<file path="src/rtl/dpd_digit_streamer.sv">
// dpd_digit_streamer: streams the nine BCD digits of packed DPD words out one at a time
// Ports:
//   clk, rst_n               clock and async active-low reset
//   start, len               begin a run of len digits (sampled in IDLE)
//   abort                    cancel the current run without a done pulse
//   in_word/in_valid/in_ready   three packed declets, [29:20] emitted first
//   out_digit/out_valid/out_ready/out_last   digit stream, out_last on the final digit
//   busy, done               busy while running, done pulses after the final digit
module dpd_digit_streamer #(
  parameter int LEN_W = 16
) (
  input  logic             clk,
  input  logic             rst_n,
  input  logic             start,
  input  logic [LEN_W-1:0] len,
  input  logic             abort,
  input  logic [29:0]      in_word,
  input  logic             in_valid,
  output logic             in_ready,
  output logic [3:0]       out_digit,
  output logic             out_valid,
  input  logic             out_ready,
  output logic             out_last,
  output logic             busy,
  output logic             done
);
  typedef enum logic {IDLE, RUN} state_t;
  state_t state_q, state_d;
  logic [35:0] buf_q;
  logic [35:0] dec;
  logic [3:0] bcnt_q;
  logic [LEN_W-1:0] rem_q;
  logic done_q, go, zero_run, kill, in_hs, out_hs, fin;
  // buffer head sits in the top nibble; declet 0 hundreds lands there
  for (genvar g = 0; g < 3; g++) begin : g_dec
    dpd_declet_decoder u_dec (
      .declet(in_word[29-10*g -: 10]),
      .digits(dec[35-12*g -: 12])
    );
  end
  always_comb begin
    state_d = state_q;
    busy = state_q == RUN;
    go = !busy && start && len != '0;
    zero_run = !busy && start && len == '0;
    kill = busy && abort;
    out_valid = busy && bcnt_q != 4'd0;
    out_digit = buf_q[35:32];
    out_last = out_valid && rem_q == LEN_W'(1);
    // refill while the last buffered digit leaves, unless that digit ends the run
    in_ready = busy && (bcnt_q == 4'd0 || (bcnt_q == 4'd1 && out_ready && rem_q != LEN_W'(1)));
    in_hs = in_ready && in_valid && !abort;
    out_hs = out_valid && out_ready && !abort;
    fin = out_hs && out_last;
    state_d = go ? RUN : (kill || fin) ? IDLE : state_q;
    done = done_q;
  end
  always_ff @(posedge clk or negedge rst_n) begin
    if (!rst_n) begin
      state_q <= IDLE;
      buf_q <= '0;
      bcnt_q <= 4'd0;
      rem_q <= '0;
      done_q <= 1'b0;
    end else begin
      state_q <= state_d;
      done_q <= zero_run || fin;
      if (go) begin
        rem_q <= len;
        bcnt_q <= 4'd0;
      end else if (kill || fin) begin
        buf_q <= '0;
        bcnt_q <= 4'd0;
        rem_q <= fin ? '0 : rem_q;
      end else begin
        if (in_hs) begin
          buf_q <= dec;
          bcnt_q <= 4'd9;
        end else if (out_hs) begin
          buf_q <= {buf_q[31:0], 4'h0};
          bcnt_q <= bcnt_q - 4'd1;
        end
        if (out_hs) rem_q <= rem_q - LEN_W'(1);
      end
    end
  end
endmodule

// dpd_declet_decoder: 10-bit densely packed decimal declet to three BCD digits
// Ports: declet in; digits[2] hundreds, digits[1] tens, digits[0] units
module dpd_declet_decoder (
  input  logic [9:0]      declet,
  output logic [2:0][3:0] digits
);
  logic p, q, r, s, t, u, v, w, x, y;
  assign {p, q, r, s, t, u, v, w, x, y} = declet;
  // non-canonical codes fall out of the same table with no error flag
  always_comb begin
    digits = {{1'b0, p, q, r}, {1'b0, s, t, u}, {1'b0, w, x, y}};
    if (v)
      case ({w, x})
        2'b00: digits = {{1'b0, p, q, r}, {1'b0, s, t, u}, {3'b100, y}};
        2'b01: digits = {{1'b0, p, q, r}, {3'b100, u}, {1'b0, s, t, y}};
        2'b10: digits = {{3'b100, r}, {1'b0, s, t, u}, {1'b0, p, q, y}};
        default:
          case ({s, t})
            2'b00: digits = {{3'b100, r}, {3'b100, u}, {1'b0, p, q, y}};
            2'b01: digits = {{3'b100, r}, {1'b0, p, q, u}, {3'b100, y}};
            2'b10: digits = {{1'b0, p, q, r}, {3'b100, u}, {3'b100, y}};
            default: digits = {{3'b100, r}, {3'b100, u}, {3'b100, y}};
          endcase
      endcase
  end
endmodule

</file>
<file path="config.mk">
export PLATFORM = sky130hd
export DESIGN_NAME = dpd_digit_streamer
export DESIGN_NICKNAME = d
export VERILOG_FILES = /design/src/rtl/dpd_digit_streamer.sv
export SDC_FILE = /design/constraint.sdc
export NUM_CORES = 1
export LEC_CHECK = 0
export ABC_AREA = 1
export BUFFER_PORTS_ARGS = -buffer_cell sky130_fd_sc_hd__buf_2
export CAP_MARGIN = 20
export CORE_MARGIN = 1.5
export CORE_UTILIZATION = 30
export DETAILED_ROUTE_END_ITERATION = 8
export HOLD_SLACK_MARGIN = 0.03
export PLACE_DENSITY_LB_ADDON = 0.3
export REMOVE_ABC_BUFFERS = 1
export SYNTH_ARGS = -nofsm -noshare
export SYNTH_HDL_FRONTEND = slang
export SYNTH_HIERARCHICAL = 1
export SYNTH_SLANG_ARGS = --single-unit
</file>
<file path="constraint.sdc">
create_clock -name clk -period 1.9 [get_ports clk]
set_clock_uncertainty 0.1 [all_clocks]
set_input_delay 0.38 -clock clk [delete_from_list [all_inputs] [get_ports clk]]
set_output_delay 0.38 -clock clk [all_outputs]
set_load 0.02 [all_outputs]
</file>
# Word-level counts from Yosys, hierarchy flattened
# Cells that the tools add are included.
[classes]
n_addsub = 2
multipliers = 0
div_mod_pow = 0
order_cmp = 0
n_eq_ne = 16
shift = 0
mux = 22
bitwise = 1
reduce_logical = 35
[ops]
columns = ["operator", "n"]
rows = [
  ["$pmux W12 S3", 6],
  ["$mux W36", 3],
  ["$mux W16", 4],
  ["$mux W12", 3],
  ["$eq A16 B1 Y1 const B", 1],
  ["$logic_not A16 Y1", 1],
  ["$mux W4", 4],
  ["$ne A16 B1 Y1 const B", 1],
  ["$reduce_bool A16 Y1", 1],
  ["$sub A16 B1 Y16 const B", 1],
  ["$logic_and A1 B1 Y1", 14],
  ["$eq A2 B1 Y1 const B", 6],
  ["$eq A2 B2 Y1 const B", 6],
  ["$logic_not A2 Y1", 6],
  ["$reduce_bool A4 Y1", 2],
  ["$reduce_bool A3 Y1", 2],
  ["$eq A4 B1 Y1 const B", 1],
  ["$logic_not A4 Y1", 1],
  ["$reduce_and A2 Y1", 2],
  ["$sub A4 B1 Y4 const B", 1],
  ["$logic_or A1 B1 Y1", 3],
  ["$ne A3 B3 Y1 const B", 1],
  ["$logic_not A1 Y1", 2],
  ["$mux W1", 2],
  ["2 further kinds", 2],
]
[totals]
reg_bits = 58
latchBits = 0
ram_bits = 0
mem_bits_ro = 0
in_bits = 52
out_inout_bits = 9
wordCells = 81
n_memories = 0

# Depth between registers and ports, before layout
# Gate-level depths: netlist (run 1).
[depth]
depth_word = 10
depth_mapped = 14
ltp_nobuf = 12

# Cells and area by module
# Netlist (run 1), hierarchy kept.
[modules_own_cells]
columns = ["mod", "instances", "cells_each", "area_per_inst_um2", "seq_area_each_um2"]
rows = [
  ["dpd_digit_streamer", 1, 500, 3557.2, 1451.4],
  ["dpd_declet_decoder", 3, 42, 202.7, 0.0],
]

# Worst setup path before layout (run 1)
# No wires, ideal clock.
[synth_path]
kind = "register to register"
start = "register state_q, in the netlist busy"
end = "register rem_q[13]"
setup_ns = 0.124
t_arrival_ns = 1.705
required_ns = 1.676
slack_ns = -0.029
path_stages_with_launch = 11
path_buffers = 2
synth_period_minus_slack_ns = 1.929
cell_sequence = "dfrtp_1 buf_4 inv_1 a21oi_2 nand3_2 nand2_1 buf_2 inv_1 nand2_1 nand2_1 o21bai_1"
[synth_via]
elab_chain_len = 7
word_cells_on_any_way = 15
cone_classes = "1 x eq/ne; 2 x mux; 12 x reduce/logical"
[synth_lines]
columns = ["item", "line", "source"]
rows = [
  ["start: declaration", "28", "state_t state_q, state_d;"],
  ["start signal: assignment", "66", "state_q <= state_d;"],
  ["$logic_and A1 B1 Y1 *", "47", "out_valid = busy && bcnt_q != 4'd0;"],
  ["named net out_valid", "21", "output logic out_valid,"],
  ["$logic_and A1 B1 Y1 (2 in a row)", "53", "out_hs = out_valid && out_ready && !abort;"],
  ["$logic_and A1 B1 Y1", "54", "fin = out_hs && out_last;"],
  ["$logic_or A1 B1 Y1", "71", "end else if (kill || fin) begin"],
  ["$ne A3 B3 Y1 (no source line), or another cell as far along", "n/a", ""],
  ["$reduce_and A2 Y1 (no source line) / $mux W16 (equally long branches)", "n/a", ""],
  ["end signal: assignment", "69", "rem_q <= len;"],
  ["end signal: assignment", "74", "rem_q <= fin ? '0 : rem_q;"],
  ["end signal: assignment", "83", "if (out_hs) rem_q <= rem_q - LEN_W'(1);"],
  ["end: declaration", "32", "logic [LEN_W-1:0] rem_q;"],
]
# Mark *: on every way through the listed nets, which the timed path passes. The rest lies on a longest branch.
# A chain may end at the register's enable or synchronous reset.

# Worst setup path after layout (run 1)
[layout_path]
start = "register rem_q[12]"
end = "output out_last"
[layout_via]
elab_chain_len = 2
[layout_lines]
columns = ["item", "line", "source"]
rows = [
  ["$eq A16 B1 Y1", "49", "out_last = out_valid && rem_q == LEN_W'(1);"],
  ["$logic_and A1 B1 Y1", "49", ""],
  ["end: declaration", "23", "output logic out_last,"],
]
# Every way passes these cells.

==> run summary, run 1 <==
• **outcome** finished with violations
• **violated checks** negative setup slack
• **cell type of the slowest stage on the worst timing path** dfrtp_1
• **maximum number of pins on one net before global-route repair** 59
• **via count of the first global-routing pass** 4173
• **DR vias/cell** 4.755
• **clk_lat worst skew** 0.33 ns
• **per-instance average area after synthesis** 6.654 sq um
• **arrival time of the worst setup path** 1.55 ns
• **commonest cells after routing, fill and taps aside** nand2_1, buf_2, dfrtp_1, buf_4, inv_1
• **setup repair after global routing missed its margin** true
• **flip-flop and latch count after synthesis** 58
• **fraction of the cycle the final worst path needs** 106.7%
• **data required time at the worst endpoint** 1.42 ns
• **Buffers on Ports** 60
• **initial antenna violation count** 0
• **Final Wtd Congestion** 0.9017
• **count of different cell masters after synthesis** 35
• **top cell family by delay on the critical path** simple AND/OR/NAND/NOR gates
• **clock edge transition at the registers on the reported setup and hold paths** 0.05 ns
• **least setup slack across all paths after layout** -0.1265 ns
• **height of the die** 120.8 um
• **Max Slew Vio Count** 0
• **largest vdd supply drop** 0.6289 mV
• **area delta synth->final** 37.64%
• **total via count in the routed design** 4327
• **count of antenna-violating nets left after detailed routing** 0
• **TNS Setup** -3.187 ns
• **Std-Cell Rows** 42
• **First-pass DRT Iterations** 4
• **sort of element at the start of the critical path** flip-flop
• **kind of path behind the tightest hold check** primary input to flip-flop
• **Final Critical Period** 2.027 ns
• **maximum buffer depth of the clock tree** 2
• **sort of element at the end of the critical path** output port
• **final layout net count** 786
• **top cell type by total area after synthesis** dfrtp_1
• **Mapped Area** 0.004165 sq mm
• **synthesized instance count** 626
• **most frequent cell on the critical path** nor2_2
• **sequential-to-total area share from yosys stat** 34.85%
• **number of hold violations in the final report** 0
• **wire length of the first global-routing pass** 18.53 mm
• **fraction of the core area covered by cells at the end of the flow** 42.78%
• **most common library cell in the layout ignoring fill and taps** nand2_1
• **overall die area** 0.01460 sq mm
• **reported leakage power** 0.003053 uW
• **Placeable Area** 0.01340 sq mm
• **total of max-cap violations** 0
• **root buf cell** clkbuf_16
• **initial drt markers** 266
• **DR DRC count** 0
• **relative slew slack** 73.49%
• **Hold Startpoint** len[11]
• **start-to-end type of the worst setup path** flip-flop to output port
• **Worst setup startpoint** rem_q[12]$_DFFE_PN0P_
• **I/O pins** 61
• **top post-synthesis cells by area** dfrtp_1, nand2_1, nand4_1
• **stage delay of the slowest cell on the critical path** 0.38 ns
• **area fraction of the dominant cell type after synthesis** 34.85%
• **Buf/Inv on CP** 2
• **slew at the pin closest to its max-slew limit** 0.3976 ns
• **HPWL after detailed placement** 7.645 mm
• **reg-to-reg critical path startpoint** bcnt_q[1]$_DFFE_PN0P_
• **Sink Count** 58
• **routed len/inst** 12.92 um
• **highest clock rate** 493.5 MHz
• **antenna cells** 0
• **total of endpoints with negative setup slack in the final report** 42
• **Starting Density** 31.08%
• **number of buffers added by the clock tree synthesis step** 9
• **largest fanout on the critical path** 2
• **PwrDens** 1370 mW/mm^2
• **Syn. warnings** 6
• **worst-path cell chain** nor2_2 -> buf_4 -> nand2_1 -> nor2_2 -> nand3_2 -> nor2_4 -> buf_6
• **clock tree from TritonCTS** done
• **level count of the clock H-tree** 3
• **proportion of layout cells with a drive suffix above 1** 30.52%
• **Tot Pwr** 7855 uW
• **wirelength, routed** 11.76 mm
• **total routing usage reported by global routing** 15.74%
• **total grt overflow** 0
• **horizontal die dimension** 120.8 um
[routing by layer]
metal	up-vias	GRT usage, %	part of all wire (%)
met4	0	6.471	2.0
met3	22	3.679	4.9
li1	2198	-	-
met2	112	26.95	49
met1	1995	18.92	44
met5	-	0	0
[final timing paths]
check / endpoint / slack (ns) / cells past startpoint
setup reg to reg: buf_q[23]$_DFFE_PN0P_ / -0.10 / 11
setup / recovery: out_last / -0.13 / 7
hold reg to reg: buf_q[3]$_DFFE_PN0P_ / 0.37 / 2
max in group asynchronous: bcnt_q[2]$_DFFE_PN0P_ / 0.93 / 3
min in group asynchronous: buf_q[14]$_DFFE_PN0P_ / 0.48 / 3
hold / removal: rem_q[11]$_DFFE_PN0P_ / 0.19 / 3
[Yosys cell counts, drive strengths merged]
| master | n |
|---|---|
| o21bai | 8 |
| and3 | 1 |
| xor2 | 7 |
| a31oi | 3 |
| nor2 | 64 |
| o21ai | 27 |
| ha | 5 |
| buf | 31 |
| clkbuf | 9 |
| xnor2 | 3 |
| a211oi | 3 |
| o211ai | 1 |
| dfrtp | 58 |
| nand2 | 253 |
| a31o | 1 |
| nand3 | 43 |
| inv | 56 |
| nand4 | 35 |
| a21o | 1 |
| a21oi | 10 |
| nor3 | 7 |
[flip-flops by register name, indices dropped and copies added (netlist names)]
signal  flops
busy        1
done        1
bcnt_q      4
rem_q      16
buf_q      36
[worst min-delay path: stages]
cell and delay [ns]:
buf_2 0.09, nand2_1 0.05, o21ai_0 0.06
[layout make-up]
class	count	area, sq um
well taps	176	220.2
clock buffers	12	256.5
flip-flops and latches	58	1454
repair inverters	2	20.02
multi-input cells	472	2457
repair buffers	130	1028
clock inverters	4	73.82
inverters	56	222.7
fillers	1374	7667
[kinds of logic (layout without fill, tap and decap cells)]
family	Yosys count	after routing	share of synthesized area, %
DFF	58	58	34.85
AOI/OAI and AO/OA	54	54	8.081
adders and majority gates	5	5	1.502
xor gates and xnor gates	10	10	2.103
buffers and inverters	96	204	11.38
and+or+nand+nor	403	403	42.09
[power breakdown]
group          total, uW  internal [uW]  switching [uW]
sequential          1950           1630             316
combinational       4120           1770            2340
clock               1790           1220             575
total               7860           4620            3230
[metrics by stage]
stage          hold slack (ns)  area, sq um  std cells  setup slack [ns]
2_1_floorplan         -0.01559         3904        586            -1.127
3_3_place_gp            0.3124         4730        859         -0.006775
3_5_place_dp            0.3108         4730        859          -0.07842
4_1_cts                 0.1838         5284        894           -0.1830
5_1_grt                 0.2092         5733        910           -0.2126
6_report                0.1878         5733        910           -0.1265
[timing repair]
item	4_1_cts	5_1_grt
hold buffers	1	0
pin swaps	13	24
setup buffers	18	10
cloned	0	7
hold endpoints to repair	58	0
setup endpoints to repair	39	60
resized for setup	23	65
Note: power is estimated with default switching activity, not from simulation.
==> inputs of run 2 (changes only) <==
CORE_ASPECT_RATIO = 1.5   (was not set)
SYNTH_HIERARCHICAL = not set   (was 1)
==> run summary, run 2 <==
• **Syn. warnings** 0
• **highest clock rate** 497.9 MHz
• **Max Slew Vio Count** 0
• **start-to-end type of the worst setup path** flip-flop to output port
• **proportion of layout cells with a drive suffix above 1** 22.16%
• **maximum number of pins on one net before global-route repair** 59
• **Hold Startpoint** in_word[0]
• **violated checks** negative setup slack
• **Placeable Area** 0.01302 sq mm
• **setup repair after global routing missed its margin** true
• **Mapped Area** 0.003996 sq mm
• **HPWL after detailed placement** 7.868 mm
• **number of cells in the design after placement** 834
• **area delta synth->final** 29.21%
• **fraction of synthesis flops using an asynchronous set or reset pin** 100.0%
• **routed len/inst** 12.68 um
• **horizontal die dimension** 97.24 um
• **number of buffers added by the clock tree synthesis step** 9
• **top cell type by total area after synthesis** dfrtp_1
• **total of max-cap violations** 0
• **top post-synthesis cells by area** dfrtp_1, nand2_1, nand4_1
• **commonest cells after routing, fill and taps aside** nand2_1, dfrtp_1, buf_2, inv_1, nand4_1
• **PwrDens** 1337 mW/mm^2
• **Finished Cell Area** 0.005164 sq mm
• **largest registers** buf_q (36), rem_q (16), bcnt_q (4)
• **count of antenna-violating nets left after detailed routing** 0
• **register with the highest flop count** buf_q
• **top routing layer used** met5
• **antenna cells** 0
• **First-pass DRT Iterations** 4
• **clk_lat worst skew** 0.32 ns
• **Final Wtd Congestion** 0.9598
• **arrival time of the worst setup path** 1.53 ns
• **Sink Count** 58
• **filler-free cell count of the finished design** 863
• **reg-to-reg critical path startpoint** bcnt_q[1]$_DFFE_PN0P_
• **largest fanout on the critical path** 2
• **I/O pins** 61
• **stage delay of the slowest cell on the critical path** 0.39 ns
• **top post-synthesis cells by count** nand2_1, dfrtp_1, inv_1
• **relative slew slack** 76.75%
• **Hold Crit Depth** 3
• **kind of path behind the tightest hold check** primary input to flip-flop
• **Hold EP** buf_q[0]$_DFFE_PN0P_
• **data required time at the worst endpoint** 1.42 ns
• **sort of element at the end of the critical path** output port
• **root buf cell** clkbuf_16
• **slack of the worst reg-to-reg path** -0.04 ns
• **initial antenna violation count** 1
• **via count of the first global-routing pass** 4083
• **Buf/Inv on CP** 2
• **total routing usage reported by global routing** 15.66%
• **per-instance average area after synthesis** 6.595 sq um
• **sort of element at the start of the critical path** flip-flop
• **fraction of the cycle the final worst path needs** 105.7%
• **DR DRC count** 0
• **most frequent cell on the critical path** nand2_2
• **clock edge transition at the registers on the reported setup and hold paths** 0.05 ns
• **total of endpoints with negative setup slack in the final report** 50
• **cell type of the slowest stage on the worst timing path** dfrtp_1
• **number of enable flip-flop cells after synthesis** 0
• **number of flip-flops under the largest register name** 36
• **height of the die** 144.4 um
• **flip-flop and latch count after synthesis** 58
• **area fraction of the dominant cell type after synthesis** 36.32%
• **most common library cell in the layout ignoring fill and taps** nand2_1
• **worst-path cell chain** nor2_2 -> nand2_1 -> nor2_4 -> nand2_2 -> nand2_2 -> nand2_4 -> nand2_2 -> inv_2 -> buf_6
• **Starting Density** 30.70%
• **clock tree from TritonCTS** done
• **overall die area** 0.01404 sq mm
• **wirelength, routed** 10.94 mm
• **most numerous cell in the Yosys netlist** nand2_1
• **sum of met2 wire segment lengths after detailed routing** 5.615 mm
• **wire length of the first global-routing pass** 18.09 mm
• **DR vias/cell** 4.882
• **TNS Setup** -1.549 ns
• **number of cell instances on the worst register-to-register path** 13
• **post-placement cell area** 0.004656 sq mm
• **initial drt markers** 161
• **Std-Cell Rows** 51
• **largest vdd supply drop** 0.5888 mV
• **top cell family by delay on the critical path** simple AND/OR/NAND/NOR gates
• **Final Critical Period** 2.008 ns
• **least setup slack across all paths after layout** -0.1084 ns
• **outcome** finished with violations
• **maximum buffer depth of the clock tree** 2
• **total grt overflow** 0
• **reported leakage power** 0.002872 uW
• **synthesized instance count** 606
• **Routed met3 length** 469 um
• **total via count in the routed design** 4213
• **RR Endpoint** buf_q[19]$_DFFE_PN0P_
• **slew at the pin closest to its max-slew limit** 0.3471 ns
• **number of hold violations in the final report** 0
• **sum of routed wire segments on met1** 4.613 mm
• **count of different cell masters after synthesis** 34
• **sequential-to-total area share from yosys stat** 36.32%
• **level count of the clock H-tree** 3
• **Primary FF master, synth** dfrtp_1
• **Buffers on Ports** 60
• **final layout net count** 757
run 2: changes by cell type after synthesis, moves of 3 or more:
| cell | change |
|---|---|
| a21oi_1 | -7 |
| nand4_1 | +9 |
| inv_2 | +4 |
| o21ai_2 | -3 |
| nand2_1 | +25 |
| o21ai_0 | -7 |
| a211oi_1 | -3 |
| nand3_1 | -8 |
| nor3_2 | -3 |
| buf_4 | -14 |
| nor2_1 | -13 |
| nand2_2 | -4 |
run 2: cell type report:
type,instances,area [sq um]
clock buffers,12,236.5
clock inverters,3,17.52
fillers,1425,7854
inverters,59,226.5
multi-input cells,462,2242
flip-flops and latches,58,1451
well taps,159,198.9
repair buffers,110,790.8
run 2: stage by stage:
stage / utilization (%) / hold WS [ns] / power (uW) / setup slack, ns
3_5_place_dp: 35.77 / 0.3127 / 5098 / -0.01575
2_1_floorplan: - / -0.01559 / 3817 / -0.7416
4_1_cts: 38.72 / 0.1509 / 6705 / -0.1309
5_1_grt: 39.67 / 0.1768 / 7452 / -0.1710
6_report: 39.67 / 0.1641 / 6906 / -0.1084
3_3_place_gp: 35.77 / 0.3097 / 5052 / 0.007357
run 2: kinds of logic (layout without fill, tap and decap cells):
logic type	Yosys count	in the layout	synth area share (%)
and+or+nand+nor	410	410	43.99
buffers and inverters	86	184	9.580
DFF	58	58	36.32
AOI/OAI and AO/OA	36	36	6.136
xor gates and xnor gates	11	11	2.411
adders and majority gates	5	5	1.565
run 2: timing repair:
action	4_1_cts	5_1_grt
setup endpoints to repair	3	56
buffers inserted	7	5
gates resized for setup	20	13
hold buffers	1	0
pin swaps	7	8
hold endpoints to repair	58	0
gates cloned	0	2
run 2: power by group:
part           total [uW]  switching, uW  internal, uW  leakage, uW
Clock                1380            510           868     0.000122
Sequential           1960            324          1640     0.000770
Combinational        3570           2080          1480      0.00198
Total                6910           2920          3990      0.00287
run 2: routing by layer:
metal / GRT usage [%] / up-vias
met5: 0 / -
li1: - / 2118
met1: 17.43 / 1967
met4: 5.789 / 2
met3: 3.093 / 24
met2: 29.48 / 102
run 2: worst min-delay path, cell delays in order:
cell and delay, ns:
buf_2 0.08, nand2_1 0.04, nand2_1 0.05
run 2: worst max-delay path by stage:
stage	start	endpoint	slack (ns)	cells past startpoint
3_5_place_dp	len[15]	buf_q[34]$_DFFE_PN0P_	-0.02	11
4_1_cts	rem_q[6]$_DFFE_PN0P_	in_ready	-0.13	9
2_1_floorplan	busy$_DFFE_PN0P_	bcnt_q[3]$_DFFE_PN0P_	-0.74	8
3_3_place_gp	rem_q[1]$_DFFE_PN0P_	bcnt_q[0]$_DFFE_PN0P_	0.007	13
6_report	rem_q[13]$_DFFE_PN0P_	in_ready	-0.11	9
5_1_grt	rem_q[11]$_DFFE_PN0P_	in_ready	-0.17	9
==> inputs of run 3 (changes only) <==
BUFFER_PORTS_ARGS = -buffer_cell sky130_fd_sc_hd__buf_4   (was -buffer_cell sky130_fd_sc_hd__buf_2)
==> run summary, run 3 (same netlist as run 2, synthesis figures left out) <==
• **switching power as a share of total power** 41.03%
• **register with the highest flop count** buf_q
• **First-pass DRT Iterations** 5
• **maximum number of pins on one net before global-route repair** 36
• **Buffers on Ports** 60
• **initial antenna violation count** 0
• **total of endpoints with negative setup slack in the final report** 42
• **arrival time of the worst setup path** 2.23 ns
• **most common library cell in the layout ignoring fill and taps** nand2_1
• **reported leakage power** 0.003215 uW
• **Placeable Area** 0.01302 sq mm
• **DR DRC count** 0
• **relative slew slack** 71.10%
• **clock share of power** 21.5%
• **routed len/inst** 14.29 um
• **total via count in the routed design** 4414
• **PwrDens** 1401 mW/mm^2
• **clk_lat worst skew** 0.32 ns
• **setup repair after global routing missed its margin** true
• **total of max-cap violations** 0
• **number of buffers added by the clock tree synthesis step** 9
• **share of total power in combinational logic** 54.3%
• **number of hold violations in the final report** 0
• **Starting Density** 30.70%
• **start-to-end type of the worst setup path** flip-flop to flip-flop
• **final layout net count** 777
• **overall die area** 0.01404 sq mm
• **level count of the clock H-tree** 3
• **slew at the pin closest to its max-slew limit** 0.4335 ns
• **largest registers** buf_q (36), rem_q (16), bcnt_q (4)
• **TNS Setup** -3.930 ns
• **I/O pins** 61
• **Sink Count** 58
• **post-placement cell area** 0.004811 sq mm
• **Final Wtd Congestion** 0.8749
• **root buf cell** clkbuf_16
• **DR vias/cell** 4.993
• **fillers** 1326
• **HPWL after detailed placement** 8.020 mm
• **initial drt markers** 154
• **fraction of the core area covered by cells at the end of the flow** 44.73%
• **number of cells in the design after placement** 833
• **Final Critical Period** 2.074 ns
• **kind of path behind the tightest hold check** primary input to flip-flop
• **count of antenna-violating nets left after detailed routing** 0
• **clock tree from TritonCTS** done
• **violated checks** negative setup slack
• **height of the die** 144.4 um
• **commonest cells after routing, fill and taps aside** nand2_1, buf_4, dfrtp_1, inv_1, nand4_1
• **highest clock rate** 482.3 MHz
• **Hold Startpoint** in_word[0]
• **wire length of the first global-routing pass** 20.06 mm
• **sequential share of power** 24.2%
• **Tot Pwr** 8161 uW
• **via count of the first global-routing pass** 4413
• **least setup slack across all paths after layout** -0.1735 ns
• **sort of element at the start of the critical path** flip-flop
• **filler-free cell count of the finished design** 884
• **area delta synth->final** 45.71%
• **total routing usage reported by global routing** 17.62%
• **clock edge transition at the registers on the reported setup and hold paths** 0.05 ns
• **horizontal die dimension** 97.24 um
• **fraction of the cycle the final worst path needs** 109.1%
• **largest fanout on the critical path** 8
• **Finished Cell Area** 0.005823 sq mm
• **reg-to-reg critical path startpoint** bcnt_q[1]$_DFFE_PN0P_
• **data required time at the worst endpoint** 2.05 ns
• **wirelength, routed** 12.63 mm
• **Std-Cell Rows** 51
• **largest vdd supply drop** 0.7658 mV
• **antenna cells** 0
• **Worst setup startpoint** bcnt_q[1]$_DFFE_PN0P_
• **switching power summed over all nets** 3348 uW
• **sort of element at the end of the critical path** flip-flop
• **maximum buffer depth of the clock tree** 2
• **number of flip-flops under the largest register name** 36
• **Max Slew Vio Count** 0
• **proportion of layout cells with a drive suffix above 1** 30.76%
• **outcome** finished with violations
• **Internal** 4812 uW
• **total grt overflow** 0
run 3: cell types whose count changed in the layout (fill, tap and decap cells not counted), moves of 3 or more:
cell | previous run | this run
nand2_1 | 267 | 228
buf_6 | 6 | 9
buf_2 | 58 | 0
buf_4 | 39 | 105
nor2_1 | 38 | 35
nand2_4 | 1 | 12
nand2_2 | 6 | 34
buf_12 | 4 | 8
nor2_2 | 7 | 11
run 3: final timing paths:
check / endpoint / slack, ns / depth (start not counted)
max: buf_q[16]$_DFFE_PN0P_ / -0.17 / 13
min: buf_q[0]$_DFFE_PN0P_ / 0.17 / 3
max reg2reg: buf_q[16]$_DFFE_PN0P_ / -0.17 / 13
min reg2reg: buf_q[2]$_DFFE_PN0P_ / 0.37 / 2
max in group asynchronous: buf_q[0]$_DFFE_PN0P_ / 0.75 / 3
min in group asynchronous: rem_q[13]$_DFFE_PN0P_ / 0.43 / 2
run 3: critical path, cell delays in order (launching register included):
cell       delay (ns)
dfrtp_1          0.38
inv_2            0.10
ha_4             0.14
and3_4           0.17
nand2_2          0.06
nand2_4          0.08
buf_6            0.11
nand3_4          0.08
buf_12           0.16
a21oi_4          0.16
buf_6            0.16
clkbuf_16        0.16
nand2_2          0.05
nand2_1          0.06
run 3: repair_timing:
item | in CTS | in global routing
endpoints found under the hold margin | 30 | 0
cloned | 3 | 4
hold buffers | 1 | 0
pin swaps | 15 | 18
endpoints found under the setup margin | 40 | 52
gates resized for setup | 23 | 76
setup buffers | 24 | 6
run 3: per-layer routing:
| layer | vias to the layer above | routed length (um) | GRT usage, % |
|---|---|---|---|
| li1 | 2167 | - | - |
| met1 | 2078 | 4896 | 18.92 |
| met2 | 135 | 6698 | 33.57 |
| met3 | 34 | 618 | 3.142 |
| met4 | 0 | 419 | 7.970 |
| met5 | - | 0 | 0 |
run 3: power groups by stage:
| stage | Clock (uW) | Sequential [uW] | Combinational, uW |
|---|---|---|---|
| after CTS | 1770 | 1940 | 3860 |
| after global placement | 0 | 1950 | 3170 |
| after detailed placement | 0 | 1960 | 3220 |
| after global routing | 1830 | 2020 | 4820 |
| after floorplan | 0 | 2020 | 1800 |
| final | 1750 | 1980 | 4430 |
run 3: area by class of cell:
type,count,area (sq um),share of cell area (%)
Clock buffer,12,246.5,4.233
Clock inverter,4,75.07,1.289
Inverter,59,231.5,3.975
Multi-Input combinational cell,462,2397,41.17
Sequential cell,58,1454,24.97
Tap cell,159,198.9,3.416
Timing Repair Buffer,130,1220,20.95
run 3: stage by stage:
step / worst slack [ns] / hold slack, ns
6_report: -0.1735 / 0.1707
3_3_place_gp: -0.01273 / 0.2508
3_5_place_dp: -0.04952 / 0.2519
2_1_floorplan: -0.7416 / -0.01559
4_1_cts: -0.1359 / 0.1594
5_1_grt: -0.2553 / 0.1746
